==> config.mk <==
export PLATFORM = sky130hd
export DESIGN_NAME = keypad_scanner
export DESIGN_NICKNAME = d
export VERILOG_FILES = /design/src/rtl/keypad_scanner.sv
export SDC_FILE = /design/constraint.sdc
export NUM_CORES = 1
export LEC_CHECK = 0
export BUFFER_PORTS_ARGS = -buffer_cell sky130_fd_sc_hd__buf_2
export CAP_MARGIN = 10
export CORE_AREA = 4 4 124 126
export CTS_CLUSTER_SIZE = 10
export DETAILED_ROUTE_END_ITERATION = 16
export DIE_AREA = 0 0 128 130
export GPL_TIMING_DRIVEN = 0
export PLACE_DENSITY_LB_ADDON = 0.1
export SETUP_SLACK_MARGIN = 0.4
export SYNTH_ARGS = -nofsm -noshare
export SYNTH_HDL_FRONTEND = slang
export SYNTH_SLANG_ARGS = --single-unit
export TNS_END_PERCENT = 30
==> constraint.sdc <==
create_clock -name clk -period 6.77 [get_ports clk]
set_input_delay 1.0155 -clock clk [delete_from_list [all_inputs] [get_ports clk]]
set_output_delay 1.0155 -clock clk [all_outputs]
set_load 0.02 [all_outputs]
==> src/rtl/keypad_scanner.sv <==
// Matrix keypad scanner: column strobe, frame debounce,
// single-key press/release events through a valid/ready register.
module keypad_scanner #(
   parameter int ROWS        = 4,
   parameter int COLS        = 4,
   parameter int SCAN_CYCLES = 16,
   parameter int DEBOUNCE    = 4,
   parameter int CODE_W      = $clog2(ROWS*COLS)
) (
   input  logic              clk,
   input  logic              rst,
   input  logic [ROWS-1:0]   row,
   output logic [COLS-1:0]   col,
   output logic [CODE_W-1:0] key_code,
   output logic              key_release,
   output logic              key_valid,
   input  logic              key_ready,
   output logic              pressed,
   output logic              multi,
   output logic              overrun
);

   localparam int N  = ROWS*COLS;
   localparam int DW = $clog2(SCAN_CYCLES);
   localparam int CW = $clog2(COLS);
   localparam logic [DW-1:0] DLAST = DW'(SCAN_CYCLES-1);
   localparam logic [CW-1:0] CLAST = CW'(COLS-1);
   localparam logic [3:0]    DBC   = 4'(DEBOUNCE);

   logic [ROWS-1:0] row_s1, row_s2;
   logic [DW-1:0]   dwell;
   logic [CW-1:0]   cidx;
   logic [N-1:0]    frame, frame_nxt, prev, deb, old;
   logic [3:0]      cnt, cnt_nxt;
   logic            load_pend, load_now, chg, lockout, lock_nxt;
   logic            dwell_end, frame_end, differs;
   logic            ev, ev_rel;
   logic [CODE_W-1:0] ev_code;
   logic [6:0]      n_new, n_old;

   function automatic logic [6:0] popc(input logic [N-1:0] v);
      popc = '0;
      for (int i = 0; i < N; i++) popc += 7'(v[i]);
   endfunction

   function automatic logic [CODE_W-1:0] idx(input logic [N-1:0] v);
      idx = '0;
      for (int i = 0; i < N; i++) if (v[i]) idx = CODE_W'(i);
   endfunction

   assign dwell_end = (dwell == DLAST);
   assign frame_end = dwell_end && (cidx == CLAST);
   assign col       = {{(COLS-1){1'b0}}, 1'b1} << cidx;
   assign differs   = (frame_nxt != prev);
   assign n_new     = popc(deb);
   assign n_old     = popc(old);

   // Frame with the current column's synchronised rows merged in
   always_comb begin
      frame_nxt = frame;
      frame_nxt[int'(cidx)*ROWS +: ROWS] = row_s2;
   end

   // Stability count and the "reaches DEBOUNCE" load condition
   always_comb begin
      cnt_nxt  = cnt;
      load_now = 1'b0;
      if (differs) begin
         cnt_nxt  = 4'd1;
         load_now = (DEBOUNCE == 1);
      end else begin
         cnt_nxt  = (cnt == DBC) ? cnt : cnt + 4'd1;
         load_now = (cnt == DBC - 4'd1);
      end
   end

   // Event decision on a debounced-matrix change, with multi-key lockout
   always_comb begin
      ev       = 1'b0;
      ev_rel   = 1'b0;
      ev_code  = '0;
      lock_nxt = lockout;
      if (chg) begin
         if (lockout) begin
            if (n_new == 7'd0) lock_nxt = 1'b0;
         end else if (n_new >= 7'd2) begin
            lock_nxt = 1'b1;
         end else if (n_new == 7'd1) begin
            ev      = 1'b1;
            ev_code = idx(deb);
         end else if (n_old == 7'd1) begin
            ev      = 1'b1;
            ev_rel  = 1'b1;
            ev_code = idx(old);
         end
      end
   end

   // Row synchroniser, scan counters and frame capture
   always_ff @(posedge clk or posedge rst) begin
      if (rst) begin
         row_s1    <= '0;
         row_s2    <= '0;
         dwell     <= '0;
         cidx      <= '0;
         frame     <= '0;
         prev      <= '0;
         cnt       <= '0;
         load_pend <= 1'b0;
      end else begin
         row_s1    <= row;
         row_s2    <= row_s1;
         load_pend <= frame_end && load_now;
         if (dwell_end) begin
            dwell <= '0;
            cidx  <= (cidx == CLAST) ? '0 : cidx + CW'(1);
            frame <= frame_nxt;
         end else begin
            dwell <= dwell + DW'(1);
         end
         if (frame_end) begin
            prev <= frame_nxt;
            cnt  <= cnt_nxt;
         end
      end
   end

   // Debounced matrix, keeping the previous one for event decode
   always_ff @(posedge clk or posedge rst) begin
      if (rst) begin
         deb <= '0;
         old <= '0;
         chg <= 1'b0;
      end else begin
         chg <= 1'b0;
         if (load_pend) begin
            deb <= prev;
            old <= deb;
            chg <= (prev != deb);
         end
      end
   end

   // Status flags, lockout and the single-entry event register
   always_ff @(posedge clk or posedge rst) begin
      if (rst) begin
         pressed     <= 1'b0;
         multi       <= 1'b0;
         lockout     <= 1'b0;
         key_code    <= '0;
         key_release <= 1'b0;
         key_valid   <= 1'b0;
         overrun     <= 1'b0;
      end else begin
         pressed <= (n_new != 7'd0);
         multi   <= (n_new >= 7'd2);
         lockout <= lock_nxt;
         if (ev) begin
            if (!key_valid || key_ready) begin
               key_code    <= ev_code;
               key_release <= ev_rel;
               key_valid   <= 1'b1;
            end else begin
               overrun <= 1'b1;
            end
         end else if (key_valid && key_ready) begin
            key_valid <= 1'b0;
         end
      end
   end

endmodule

==> summary.md <==
| Metric | Value |
|---|---|
| Outcome | finished clean |
| Synth warn | 0 |
| CP bufs+invs | 5 |
| Via count | 4027 |
| Post-route cell area | 6279 µm² |
| TritonCTS Buffers | 9 |
| Resized Gates After CTS | 0 |
| Final WS setup | between 1000 and 1500 ps |
| CP startpoint | old[11]$_DFFE_PP0P_ |
| Critical Path Sink Type | flip-flop |
| Post-route setup TNS | 0 ps |
| CTS root buf | clkbuf_16 |
| Dpl cell area | around 6000 µm² |
| Post-synth EDFFs | 0 |
| Count of final hold-check violations | 0 |
| Top cells by area, synth | dfrtp_1 (42%), fa_1 (7.1%), mux2_2 (5.2%) |
| Average size of a mapped cell | just over 10 µm² |
| Detailed-route wire length | 12960 µm |
| Critical path, cell by cell | fa_1 -> inv_1 -> fa_1 -> inv_1 -> fa_1 -> inv_1 -> fa_1 -> inv_1 -> ha_1 -> fa_1 -> or4b_2 -> a21oi_1 -> o2111ai_1 -> nor2b_1 -> buf_2 -> mux2_2 |
| Final #Nets | 631 |
| Worst Hold Depth | 0 |
| Total Power | around 0.0012 W |
| Power per Cell Area | around 180 nW/µm² |
| Largest net degree at the start of global routing | 65 |
| Initial antenna violation count | 0 |
| Synth Flop Type | dfrtp_1 |
| Relative slew slack | approximately three fifths |
| Reg2reg end | key_code[1]$_DFFE_PP0P_ |
| Met1 GRT Util | 20.74% |
| M2 GR Usage | 28.47% |
| Worst R2R Path Depth | 16 |
| CTS max path bufs | 2 |
| Final setup skew | 7.197 ps |
| Library cells used by synthesis | slightly above 70 |
| Yosys reg bits | 94 |
| H-tree depth | 3 |
| Residual DRC | 0 |
| Synth Area in XOR/XNOR | 5.311% |
| Die Wd | 128 µm |
| Delay-heaviest family, CP | adder cells |
| I/O Pins | 20 |
| Initial core utilization | around 39% |
| Slew @ Worst Pin | 622.8 ps |
| Die ar. | 16640 µm² |
| Diode count | 0 |
| CTS sink cnt | 94 |
| Leading area contributor after synthesis | dfrtp_1 |
| Global Route met3 Usage | 4.298% |
| Synth-to-layout area growth | 11.98% |
| Synth Net Count | 600 |
| RSZ-0062 raised after global routing | no |
| Max Freq | between 150 and 200 MHz |
| Compound-Gate Fraction of Synth Area | 13.35% |
| Fin crit share | between 70% and 80% |
| Post-DRT Antenna Nets | 0 |
| Adder-cell area share of the yosys netlist | a little under an eighth |
| Clk Latency, worst-skew pair | 350 ps |
| Global-route wire length before repair | about 22000 µm |
| Leakage | 2.896 nW |
| Most used routing layer | met2 |
| Hold_buf cts | 0 |
| Critical hold path startpoint | row_s1[2]$_DFF_PP0_ |
| Most common cell in the netlist | dfrtp_1 |
| Final min period | 5317 ps |
| FP Rows | 44 |
| Syn Std Cell Area | 5607 µm² |
| Setup slack at placement | 1418 ps |
| Post-CTS Setup Bufs | 0 |
| Slowest stage cell on the critical path | or4b_2 |
| R2r startpoint | old[11]$_DFFE_PP0P_ |
| Vias in the first global route | ~4.2k |
| GRT overflow | 0 |
| CP peak stage delay | 650 ps |
| Asr flop ratio synth | 100.0% |
| Largest family of logic cells by synthesized area | simple AND/OR/NAND/NOR gates |
| Worst Hold Endpoint | row_s2[2]$_DFF_PP0_ |
| DP HPWL | roughly 9700 µm |
| Multiplexer share of the synthesized area | 6.338% |
| Share of the synthesized area in the top cell type | 41.95% |
| IO buf count | 19 |
| Height of the die | 130 µm |
| Critical path's most frequent cell | fa_1 |
| Worst vdd ir | between 100 and 150 µV |
| Final setup vio count | 0 |
| Post-synth top cells | dfrtp_1 (94), inv_1 (64), nand2_1 (53) |
| Global placer's final weighted congestion | 0.8559 |
| Max_cap viols | 0 |
| Register area share after synthesis | 41.95% |
| CTS tree | yes |
| Crit path DAT | 5550 ps |
| Slew Limit Fails | 0 |
| CP startpoint kind | flip-flop |
| Via density | between 5 and 6 |
| Share of cells above drive strength 1 | 13.78% |
| Critical path class | reg -> reg |
| Crit Path Max Fanout | 7 |
| Min-Delay Path Class | reg -> reg |
| Detailed Routing Iterations Pass 1 | 4 |
| GRT Resource Usage Total | 16.74% |
| Syn Inst Count | 552 |
| Clk slew on worst S/H paths | 70 ps |
| Initial detailed-routing violation count | 240 |
| Routed WL per cell | 16.78 µm |
| CP required | 7000 ps |
| Post-synthesis simple-gate area fraction | 14.75% |
| Reg2Reg Setup Slack | roughly 1500 ps |
| Core ar. | roughly 14000 µm² |
## where the power goes
part	internal, W	switching [W]	total [W]
sequential	0.000568	0.00000576	0.000573
combinational	0.0000131	0.0000217	0.0000348
clock	0.000333	0.000214	0.000547
total	0.000914	0.000241	0.00115
## worst register-to-register path, delay by kind of cell (launching register included)
family	cells	cell delay [ps]
multiplexers	1	350
flip-flops	1	450
AND/OR/NAND/NOR	2	810
buffers and inverters	5	390
AO/OA/AOI/OAI	2	610
adder cells (fa/ha/maj)	6	2590
## metrics by stage
| step | std cells | hold slack, ps | utilization (%) |
|---|---|---|---|
| after floorplan | 552 | 331.2 | - |
| after global placement | 755 | 331.2 | 41.44 |
| after detailed placement | 756 | 334.7 | 41.65 |
| after CTS | 772 | 349.9 | 43.86 |
| after global routing | 772 | 357.7 | 43.86 |
| final | 772 | 347.8 | 43.86 |
## flip-flops by register name, indices dropped and copies added, names as in the netlist, 2 cells and up
register  cells
deb          16
row_s1        4
row_s2        4
cnt           4
frame        16
dwell         4
prev         16
old          16
cidx          2
key_code      4
## cell type report
cell class              instances  area (µm²)
clock inverters                 4       70.07
flip-flops and latches         94        2352
well taps                     184       230.2
clock buffers                  12       246.5
repair buffers                 20       122.6
multi-input cells             367        2892
inverters                      65       246.5
fillers                      1394        8035
plain buffers                  26       118.9
## kinds of logic after synthesis
family	count (synthesis)
AND/OR/NAND/NOR	143
AO/OA/AOI/OAI	118
flip-flops	94
buffers and inverters	91
adder cells (fa/ha/maj)	41
XOR/XNOR	34
multiplexers	31
## layer usage
| layer | wire [µm] | vias to the layer above |
|---|---|---|
| li1 | - | 1956 |
| met1 | 5847 | 1967 |
| met2 | 6357 | 80 |
| met3 | 484 | 24 |
| met4 | 269 | 0 |
| met5 | 0 | - |
## worst max path at each step
stage	slack [ps]	depth (start not counted)	to
final	1450	16	key_code[1]$_DFFE_PP0P_
after CTS	1410	16	key_code[3]$_DFFE_PP0P_
after floorplan	1970	16	key_code[1]$_DFFE_PP0P_
after global routing	1220	16	key_code[1]$_DFFE_PP0P_
after global placement	1510	16	key_code[1]$_DFFE_PP0P_
after detailed placement	1420	16	key_code[2]$_DFFE_PP0P_
## layout by cell type (no fill, tap or decap), types with 3 or more instances in the layout
master / n
nand3_1: 6
nor3_1: 3
ha_1: 21
o31ai_1: 3
o41ai_1: 4
nand3b_1: 4
o211ai_1: 3
and4bb_2: 3
mux2i_1: 4
xor2_1: 14
clkbuf_1: 23
clkbuf_16: 9
nor2b_1: 16
nor4_1: 6
o32ai_1: 4
mux2_2: 26
nand2_1: 53
dfrtp_1: 94
a21oi_1: 22
nand4b_1: 3
nand2b_1: 7
inv_1: 63
a211oi_1: 3
o22ai_1: 4
and3_1: 3
nor2_1: 14
o21ai_0: 47
xnor2_1: 20
buf_2: 21
fa_1: 20
a31oi_1: 3
nand4_1: 3
(Power assumes the default switching activity.)
